===== config.mk =====
export PLATFORM = sky130hd
export DESIGN_NAME = rpsc_hv_sequencer
export DESIGN_NICKNAME = d
export VERILOG_FILES = /design/src/rtl/rpsc_pkg.sv /design/src/rtl/rpsc_step_timer.sv /design/src/rtl/rpsc_hv_sequencer.sv
export SDC_FILE = /design/constraint.sdc
export NUM_CORES = 1
export LEC_CHECK = 0
export CAP_MARGIN = 40
export CORE_MARGIN = 4
export CORE_UTILIZATION = 30
export CTS_CLUSTER_DIAMETER = 120
export DETAILED_ROUTE_END_ITERATION = 6
export PLACE_DENSITY_LB_ADDON = 0.1
export SKIP_CTS_REPAIR_TIMING = 1
export SYNTH_ARGS = -nofsm -noshare
export SYNTH_HDL_FRONTEND = slang
export SYNTH_SLANG_ARGS = --single-unit

===== constraint.sdc =====
create_clock -name clk -period 10.49 [get_ports clk]
set_input_delay 2.098 -clock clk [delete_from_list [all_inputs] [get_ports clk]]
set_output_delay 2.098 -clock clk [all_outputs]
set_load 0.01 [all_outputs]

===== src/rtl/rpsc_pkg.sv =====
// Shared state encoding, timing defaults and helpers for the RPSC HV sequencer.
package rpsc_pkg;

    typedef enum logic [3:0] {
        ST_OFF      = 4'd0,
        ST_FAN      = 4'd1,
        ST_G1       = 4'd2,
        ST_CA       = 4'd3,
        ST_G2       = 4'd4,
        ST_ANODE    = 4'd5,
        ST_RUN      = 4'd6,
        ST_SHUTDOWN = 4'd7,
        ST_FAULT    = 4'd8
    } rpsc_state_e;

    localparam int unsigned DEF_TIMEOUT  = 1000;
    localparam int unsigned DEF_SETTLE   = 100;
    localparam int unsigned DEF_DOWN_DLY = 50;

    function automatic int unsigned max3(input int unsigned a, input int unsigned b,
                                         input int unsigned c);
        int unsigned m;
        m = (a > b) ? a : b;
        return (m > c) ? m : c;
    endfunction

    // Timer counts load..0 inclusive, so an N-cycle window loads N-1.
    function automatic int unsigned load_of(input int unsigned n);
        return (n == 0) ? 0 : n - 1;
    endfunction

    // Thermometer of enables held on in state s (bit 0 = fan ... bit 4 = anode).
    function automatic logic [4:0] stage_mask(input rpsc_state_e s);
        logic [4:0] m;
        case (s)
            ST_FAN:           m = 5'b00001;
            ST_G1:            m = 5'b00011;
            ST_CA:            m = 5'b00111;
            ST_G2:            m = 5'b01111;
            ST_ANODE, ST_RUN: m = 5'b11111;
            default:          m = 5'b00000;
        endcase
        return m;
    endfunction

endpackage


===== src/rtl/rpsc_step_timer.sv =====
// Loadable saturating down-counter; done is high while the count is zero.
module rpsc_step_timer #(
    parameter int unsigned W = 4
) (
    input  logic         clk,
    input  logic         reset,
    input  logic         load,
    input  logic         clear,
    input  logic [W-1:0] load_val,
    output logic         done
);

    logic [W-1:0] cnt_q, cnt_d;

    always_comb begin
        cnt_d = cnt_q;
        if (clear) begin
            cnt_d = '0;
        end else if (load) begin
            cnt_d = load_val;
        end else if (cnt_q != '0) begin
            cnt_d = cnt_q - 1'b1;
        end
    end

    always_ff @(posedge clk or posedge reset) begin
        if (reset) begin
            cnt_q <= '0;
        end else begin
            cnt_q <= cnt_d;
        end
    end

    assign done = (cnt_q == '0);

endmodule


===== src/rtl/rpsc_hv_sequencer.sv =====
// RPSC high-voltage power sequencer: staged power-up with ok/settle supervision,
// timed orderly shutdown and latched fault.
module rpsc_hv_sequencer
    import rpsc_pkg::*;
#(
    parameter int unsigned TIMEOUT  = DEF_TIMEOUT,
    parameter int unsigned SETTLE   = DEF_SETTLE,
    parameter int unsigned DOWN_DLY = DEF_DOWN_DLY
) (
    input  logic       clk,
    input  logic       reset,
    input  logic       start,
    input  logic       stop,
    input  logic       fan_ok,
    input  logic       g1_ok,
    input  logic       ca_ok,
    input  logic       g2_ok,
    input  logic       anode_ok,
    input  logic       an_hv_ready,
    input  logic       rf_perm,
    output logic       fan_on,
    output logic       g1_on,
    output logic       ca_on,
    output logic       g2_on,
    output logic       anode_on,
    output logic       rf_enable,
    output logic       fault,
    output logic [3:0] state
);

    localparam int unsigned CW = $clog2(max3(TIMEOUT, SETTLE, DOWN_DLY) + 1);
    localparam logic [CW-1:0] TIMEOUT_LD = CW'(load_of(TIMEOUT));
    localparam logic [CW-1:0] SETTLE_LD  = CW'(load_of(SETTLE));
    localparam logic [CW-1:0] DOWN_LD    = CW'(load_of(DOWN_DLY));

    rpsc_state_e   state_q, state_d;
    logic          settling_q, settling_d;
    logic [4:0]    en_q, en_d;
    logic          rf_enable_q, rf_enable_d;
    logic          fault_q, fault_d;

    logic          tmr_load, tmr_clear, tmr_done;
    logic [CW-1:0] tmr_val;

    logic [4:0]    ok_vec, cur_mask, cur_bit, lower_mask;
    logic          cur_ok, lower_bad;

    assign ok_vec     = {anode_ok, g2_ok, ca_ok, g1_ok, fan_ok};
    assign cur_mask   = stage_mask(state_q);
    assign cur_bit    = cur_mask ^ (cur_mask >> 1);
    assign lower_mask = cur_mask & ~cur_bit;
    assign cur_ok     = |(ok_vec & cur_bit);
    assign lower_bad  = |(lower_mask & ~ok_vec);

    rpsc_step_timer #(.W(CW)) u_timer (
        .clk      (clk),
        .reset    (reset),
        .load     (tmr_load),
        .clear    (tmr_clear),
        .load_val (tmr_val),
        .done     (tmr_done)
    );

    always_comb begin
        state_d    = state_q;
        settling_d = settling_q;
        en_d       = en_q;
        tmr_load   = 1'b0;
        tmr_clear  = 1'b0;
        tmr_val    = '0;
        case (state_q)
            ST_OFF: begin
                if (start) begin
                    state_d    = ST_FAN;
                    settling_d = 1'b0;
                    tmr_load   = 1'b1;
                    tmr_val    = TIMEOUT_LD;
                end
            end
            ST_FAN, ST_G1, ST_CA, ST_G2, ST_ANODE: begin
                // Fault checks come first so a simultaneous stop cannot mask them.
                if (lower_bad || (!cur_ok && (settling_q || tmr_done))) begin
                    state_d = ST_FAULT;
                end else if (stop) begin
                    state_d  = ST_SHUTDOWN;
                    tmr_load = 1'b1;
                    tmr_val  = DOWN_LD;
                end else if (!settling_q) begin
                    if (cur_ok) begin
                        settling_d = 1'b1;
                        tmr_load   = 1'b1;
                        tmr_val    = SETTLE_LD;
                    end
                end else if (tmr_done) begin
                    state_d    = rpsc_state_e'(state_q + 4'd1);
                    settling_d = 1'b0;
                    tmr_load   = 1'b1;
                    tmr_val    = TIMEOUT_LD;
                end
            end
            ST_RUN: begin
                if (~&ok_vec) begin
                    state_d = ST_FAULT;
                end else if (stop) begin
                    state_d  = ST_SHUTDOWN;
                    tmr_load = 1'b1;
                    tmr_val  = DOWN_LD;
                end
            end
            ST_SHUTDOWN: begin
                // Enables stay a contiguous thermometer, so a right shift drops the highest.
                if (en_q == '0) begin
                    state_d = ST_OFF;
                end else if (tmr_done) begin
                    en_d     = en_q >> 1;
                    tmr_load = 1'b1;
                    tmr_val  = DOWN_LD;
                end
            end
            ST_FAULT: begin
                if (stop) begin
                    state_d = ST_OFF;
                end
            end
            default: state_d = ST_OFF;
        endcase

        if (state_d != ST_SHUTDOWN) begin
            en_d = stage_mask(state_d);
        end
        if (state_d == ST_OFF || state_d == ST_FAULT) begin
            tmr_clear  = 1'b1;
            settling_d = 1'b0;
        end
        rf_enable_d = (state_d == ST_RUN) && rf_perm && an_hv_ready;
        fault_d     = (state_d == ST_FAULT);
    end

    always_ff @(posedge clk or posedge reset) begin
        if (reset) begin
            state_q     <= ST_OFF;
            settling_q  <= 1'b0;
            en_q        <= '0;
            rf_enable_q <= 1'b0;
            fault_q     <= 1'b0;
        end else begin
            state_q     <= state_d;
            settling_q  <= settling_d;
            en_q        <= en_d;
            rf_enable_q <= rf_enable_d;
            fault_q     <= fault_d;
        end
    end

    assign fan_on    = en_q[0];
    assign g1_on     = en_q[1];
    assign ca_on     = en_q[2];
    assign g2_on     = en_q[3];
    assign anode_on  = en_q[4];
    assign rf_enable = rf_enable_q;
    assign fault     = fault_q;
    assign state     = state_q;

endmodule


Yosys cells after proc, flatten, opt, wreduce, memory -nomap -nowiden
Index checks and enable logic that the tools add are counted.
- mux-type cells: 48
- add/subtract/negate cells: 2
- bitwise gates (word level): 6
- equality and inequality tests: 20
- reductions and logical operators: 24
- operator list (kind ; number):
    $mux 10 ; 8
    $pmux 5 s5 ; 2
    $pmux 10 s4 ; 1
    $mux 4 ; 9
    $eq 4x3->1 const B ; 7
    $mux 6 ; 4
    $mux 5 ; 4
    $pmux 4 s5 ; 1
    $eq 4x2->1 const B ; 4
    $mux 1 ; 16
    $and 5x5->5 ; 3
    $reduce_or 5->1 ; 3
    $logic_not 10->1 ; 1
    $not 5->5 ; 2
    $reduce_bool 10->1 ; 1
    $sub 10x1->10 const B ; 1
    $ne 3x3->1 const B ; 3
    $eq 4x1->1 const B ; 2
    $eq 4x4->1 const B ; 2
    $logic_not 4->1 ; 2
    $mux 7 ; 1
    $reduce_bool 3->1 ; 2
    $logic_not 5->1 ; 1
    $reduce_and 5->1 ; 1
    other kinds (13) ; 19
- bits of input ports: 11
- register bits after elaboration: 22
- output and inout port bits: 11

Logic depth before layout (Yosys ltp)
- depth in word-level cells: 15
- depth in mapped cells: 15
- mapped depth without buffers: 13

By module
Synthesis repeated with hierarchy kept, for this count alone.
- cells, all modules: 205
- area total of the unflattened synthesis: 1706.6 sq um
- modules (own cells, without submodules) (module ; cells each ; times used ; area each (sq um)):
    rpsc_hv_sequencer ; 141 ; 1 ; 1109.8
    rpsc_step_timer ; 64 ; 1 ; 596.8

Worst setup path after synthesis
OpenSTA, ideal clock, no wires.
- path kind: input -> register
- from: input g1_ok
- to: register u_timer.cnt_q[1]
- stages on the path: 7
- setup time: 0.095 ns
- buffers on the path: 0
- required time: 10.395 ns
- arrival: 3.563 ns
- path slack: 6.831 ns
- cells stage by stage: a22o_1 -> a31oi_1 -> o2111ai_4 -> a21oi_2 -> nand2_1 -> a32o_1 -> o32ai_2
- word-level cells in the longest chain between the ends: 11
- elaborated cells on any way between the ends: 31
- those cells by class: eq/ne (1); mux (18); bitwise (3); reduce/logical (9)
- RTL lines (element ; RTL line ; text):
    start, declared ; rpsc_hv_sequencer.sv:15 ; input logic g1_ok,
    $and 5x5->5 ; rpsc_hv_sequencer.sv:52 ; assign cur_ok = |(ok_vec & cur_bit);
    $reduce_or 5->1 ; rpsc_hv_sequencer.sv:52 ;
    $logic_not 1->1 ; rpsc_hv_sequencer.sv:82 ; if (lower_bad || (!cur_ok && (settling_q || tmr_done))) begin
    $logic_and 1x1->1 ; rpsc_hv_sequencer.sv:82 ;
    $logic_or 1x1->1 ; rpsc_hv_sequencer.sv:82 ;
    $mux 4 ; rpsc_hv_sequencer.sv:82 ;
    $pmux 4 s5 ; rpsc_hv_sequencer.sv:71 ; case (state_q)
    $eq 4x4->1 / $logic_not 4->1 (equally long branches) ; rpsc_hv_sequencer.sv:131 ; if (state_d == ST_OFF || state_d == ST_FAULT) begin
    $logic_or 1x1->1 ; rpsc_hv_sequencer.sv:131 ;
    $mux 1 ; rpsc_hv_sequencer.sv:131 ;
    $reduce_bool 3->1 (no line) / $mux 10 (equally long branches) ; - ;
    end signal, assigned ; rpsc_step_timer.sv:30 ; cnt_q <= cnt_d;
    end, declared ; rpsc_step_timer.sv:13 ; logic [W-1:0] cnt_q, cnt_d;
Several ways; a longest one is shown, not always the timed one.
A chain may end at the register's enable or synchronous reset.

Worst setup path after layout
Ends and elaborated chain as after synthesis.

==> impl_results.html <==
<table>
<tr><th>Metric</th><th>Value</th></tr>
<tr><th colspan="2">Synthesis</th></tr>
<tr><td>Top-count cell post-synth</td><td>dfrtp_1</td></tr>
<tr><td>Area fraction of the dominant cell type after synthesis</td><td>between 30% and 40%</td></tr>
<tr><td>Instance count of the mapped netlist</td><td>roughly 210</td></tr>
<tr><td>Most frequent cells after synthesis</td><td>dfrtp_1 (22), nand2_1 (21), nor2_1 (21), inv_1 (11), a21oi_1 (9)</td></tr>
<tr><td>Most instantiated flip-flop cell in the synthesis netlist</td><td>dfrtp_1</td></tr>
<tr><td>Yosys warnings</td><td>0</td></tr>
<tr><td>Register bit count reported by yosys</td><td>22</td></tr>
<tr><td>Count of flip-flops with a built-in enable after synthesis</td><td>0</td></tr>
<tr><td>Number of distinct library cells after synthesis</td><td>62</td></tr>
<tr><td>Mapped Avg Cell Area</td><td>8.825 sq um</td></tr>
<tr><td>Cell types occupying the most area after synthesis</td><td>dfrtp_1 (30%), ha_1 (4.8%), nand2_1 (4.3%)</td></tr>
<tr><td>Proportion of register bits with asynchronous set or reset after synthesis</td><td>100.0%</td></tr>
<tr><td>Proportion of synthesized chip area in sequential cells</td><td>30.28%</td></tr>
<tr><td>Post-Synthesis Cell Area</td><td>0.001818 sq mm</td></tr>
<tr><td>Library cell with the largest summed area after synthesis</td><td>dfrtp_1</td></tr>
<tr><td>Syn Nets</td><td>224</td></tr>
<tr><th colspan="2">Global routing</th></tr>
<tr><td>Leftover overflow at the end of global routing</td><td>0</td></tr>
<tr><td>Aggregate global-route resource usage</td><td>14.66%</td></tr>
<tr><td>Number of global-route vias before repair</td><td>around 1800</td></tr>
<tr><td>Largest net degree at the start of global routing</td><td>14</td></tr>
<tr><td>Number of antenna violations at the first check in global routing</td><td>0</td></tr>
<tr><td>First-pass GRT wire length</td><td>8.659 mm</td></tr>
<tr><th colspan="2">Timing</th></tr>
<tr><td>Minimum period implied by the final worst setup slack</td><td>approximately 4.3 ns</td></tr>
<tr><td>Fin Clk Skew</td><td>0.002175 ns</td></tr>
<tr><td>Final number of setup-violating endpoints</td><td>0</td></tr>
<tr><td>Share of the cycle needed by the critical path after routing</td><td>41.15%</td></tr>
<tr><td>Worst hold-check slack</td><td>0.5763 ns</td></tr>
<tr><td>Worst Setup Slack, final</td><td>6.174 ns</td></tr>
<tr><td>Measured slew at the worst slew-check pin</td><td>between 0.6 and 0.7 ns</td></tr>
<tr><td>Final sum of negative setup slack</td><td>0 ns</td></tr>
<tr><td>FMAX</td><td>231.7 MHz</td></tr>
<tr><td>Number of pins with negative max-slew slack in the final report</td><td>0</td></tr>
<tr><td>Setup repair after global routing missed its margin</td><td>false</td></tr>
<tr><td>Final hold viol count</td><td>0</td></tr>
<tr><td>Relative slew slack</td><td>between 50 and 60%</td></tr>
<tr><th colspan="2">Power and ir drop</th></tr>
<tr><td>Power per standard cell area</td><td>341.3 mW/mm^2</td></tr>
<tr><td>Standby leakage power</td><td>between 0.8 and 0.9 nW</td></tr>
<tr><td>IR drop worst, VDD</td><td>~0.15 mV</td></tr>
<tr><th colspan="2">Routing</th></tr>
<tr><td>DR vias/cell</td><td>5.393</td></tr>
<tr><td>Total DRC errors in the routed layout</td><td>0</td></tr>
<tr><td>Via total after detailed routing</td><td>1607</td></tr>
<tr><td>1st-iter DRT viols</td><td>114</td></tr>
<tr><td>Number of iterations in the first detailed-routing pass</td><td>4</td></tr>
<tr><td>Wire length per cell</td><td>16.32 microns</td></tr>
<tr><td>DRT antenna net count</td><td>0</td></tr>
<tr><td>Wire length reported by the detailed router</td><td>4.864 mm</td></tr>
<tr><th colspan="2">Floorplan</th></tr>
<tr><td>Total die area</td><td>between 0.007 and 0.008 sq mm</td></tr>
<tr><td>Floorplan die width</td><td>85.85 microns</td></tr>
<tr><td>Chip Height</td><td>85.85 microns</td></tr>
<tr><td>Row Count</td><td>28</td></tr>
<tr><td>Placeable core area</td><td>0.005886 sq mm</td></tr>
<tr><td>Count of pins on the block boundary</td><td>22</td></tr>
<tr><td>Initial standard-cell utilization of the core</td><td>30.89%</td></tr>
<tr><th colspan="2">Layout</th></tr>
<tr><td>Number of fill cells in the layout</td><td>about 650</td></tr>
<tr><td>Antenna diodes</td><td>0</td></tr>
<tr><td>Nets@finish</td><td>~240</td></tr>
<tr><td>Share of post-route cells with drive strength above 1</td><td>between 10 and 15%</td></tr>
<tr><td>Area overhead of the layout relative to synthesis</td><td>17.21%</td></tr>
<tr><th colspan="2">Setup path</th></tr>
<tr><td>Top cell family by delay on the critical path</td><td>compound AO/OA/AOI/OAI gates</td></tr>
<tr><td>Maximum single-stage delay on the critical path</td><td>0.57 ns</td></tr>
<tr><td>Worst Setup Path Type</td><td>primary input to register</td></tr>
<tr><td>Worst path buffer plus inverter count</td><td>1</td></tr>
<tr><td>Worst Setup End Kind</td><td>register</td></tr>
<tr><td>Maximum fanout count along the critical path</td><td>12</td></tr>
<tr><td>Startpoint type of the worst setup path</td><td>primary input</td></tr>
<tr><td>Arrival time reported for the critical path endpoint</td><td>4.50 ns</td></tr>
<tr><td>Standard cell with the maximum stage delay on the critical path</td><td>nor4b_4</td></tr>
<tr><td>Required time reported for the critical path endpoint</td><td>10.67 ns</td></tr>
<tr><td>Ordered cell list for the critical path</td><td>clkdlybuf4s50_1 &gt; nand2b_1 &gt; o311a_1 &gt; nor4b_4 &gt; a21oi_2 &gt; o211a_1 &gt; o21a_1 &gt; o32ai_2</td></tr>
<tr><th colspan="2">CTS</th></tr>
<tr><td>Clock latency at the later pin of the worst-skew pair</td><td>between 0.2 and 0.3 ns</td></tr>
<tr><td>Clk root buf</td><td>clkbuf_8</td></tr>
<tr><td>TritonCTS clock tree</td><td>yes</td></tr>
<tr><td>CTS sink count</td><td>22</td></tr>
<tr><td>Max H-tree Level</td><td>1</td></tr>
<tr><td>Number of clock buffers inserted by TritonCTS</td><td>3</td></tr>
<tr><td>Clock Tree Buf Depth</td><td>2</td></tr>
<tr><td>Clock-pin slew of the registers on the worst-case setup and hold paths</td><td>about 0.080 ns</td></tr>
<tr><th colspan="2">Placed design</th></tr>
<tr><td>Dpl ws</td><td>5.887 ns</td></tr>
<tr><td>Half-perimeter wire length after detailed placement</td><td>3.770 mm</td></tr>
<tr><td>Last weighted congestion value of the routability-driven placer</td><td>0.7777</td></tr>
<tr><td>I/O Buffers</td><td>21</td></tr>
<tr><th colspan="2">Hold path</th></tr>
<tr><td>Min-delay worst type</td><td>register to register</td></tr>
<tr><th colspan="2">Flow run</th></tr>
<tr><td>Maximum Capacitance Violations</td><td>0</td></tr>
<tr><th colspan="2">Run status</th></tr>
<tr><td>Outcome</td><td>complete, no violations</td></tr>
</table>
registers in the layout (all words and copies together) (netlist names):
name	flops
settling_q	1
fault	1
state	4
rf_enable	1
en_q	5
u_timer.cnt_q	10
placed cells by master, fill, tap and decap left out, types with 3 or more instances in the layout:
master	count
nand2b_1	7
xor2_1	3
a31oi_1	4
nor4_1	3
inv_1	11
a21o_1	4
nand2_1	21
xnor2_1	6
a21oi_1	9
clkbuf_8	3
o211ai_1	3
ha_1	7
a21oi_2	5
nand3_1	7
or3_1	4
dfrtp_1	22
nand4_1	6
and2_1	3
clkdlybuf4s50_1	21
nor3_1	5
nor2_1	21
per-layer routing:
metal  up-vias  global-route usage [%]  wire, microns
met4         0                   3.309             32
met3         4                   2.690            155
li1        802                       -              -
met5         -                       0              0
met1       772                   19.26           2306
met2        29                   25.00           2369
per-stage QoR:
stage               utilization (%)  power (mW)  area [sq um]  std cells
floorplan                         -      0.5656          1818        206
global placement              35.25      0.6835          2074        294
detailed placement            35.50      0.6767          2090        295
CTS                           36.20      0.7352          2131        298
global route                  36.20      0.8087          2131        298
finish                        36.20      0.7273          2131        298
logic make-up (layout without fill, tap and decap cells):
logic type | count (synthesis) | in the layout | synth area share [%]
AOI/OAI and AO/OA | 55 | 55 | 25.81
DFF | 22 | 22 | 30.28
xor gates and xnor gates | 9 | 9 | 4.336
muxes | 1 | 1 | 0.5506
and+or+nand+nor | 93 | 93 | 29.32
buffers and inverters | 19 | 36 | 4.886
adders and majority gates | 7 | 7 | 4.817
worst reg2reg max path, cell delays in order (launching register included):
cell and delay [ns]:
dfrtp_1 0.55, inv_1 0.15, ha_1 0.31, or2_2 0.33, o21a_1 0.19, a21o_1 0.18
ha_1 0.30, a22o_1 0.20, a31oi_1 0.29, o2111ai_4 0.24, a21oi_2 0.26, o211a_1 0.44
o21a_1 0.20, o32ai_2 0.08
path summary, 6_finish.rpt:
check	start	endpoint	slack, ns	depth (start not counted)
setup / recovery	g1_ok	u_timer.cnt_q[1]$_DFFE_PP0P_	6.17	8
hold / removal	en_q[0]$_DFFE_PP0P_	en_q[0]$_DFFE_PP0P_	0.58	2
setup reg to reg	state[0]$_DFF_PP0_	u_timer.cnt_q[1]$_DFFE_PP0P_	6.65	13
hold reg to reg	en_q[0]$_DFFE_PP0P_	en_q[0]$_DFFE_PP0P_	0.58	2
max in group asynchronous	reset	state[1]$_DFF_PP0_	7.91	3
min in group asynchronous	reset	u_timer.cnt_q[0]$_DFFE_PP0P_	2.14	2
report_power, final:
group | switching, mW | internal (mW)
sequential | 0.0464 | 0.120
clock | 0.0284 | 0.0257
combinational | 0.289 | 0.217
total | 0.364 | 0.363
final cells by class:
cell class	count	area, sq um	area share [%]
Clock buffer	3	41.29	1.938
Inverter	11	41.29	1.938
Multi-Input combinational cell	165	1179	55.31
Sequential cell	22	550.5	25.84
Tap cell	75	93.84	4.404
Timing Repair Buffer	22	225.2	10.57
Note: power is estimated with default switching activity, not from simulation.
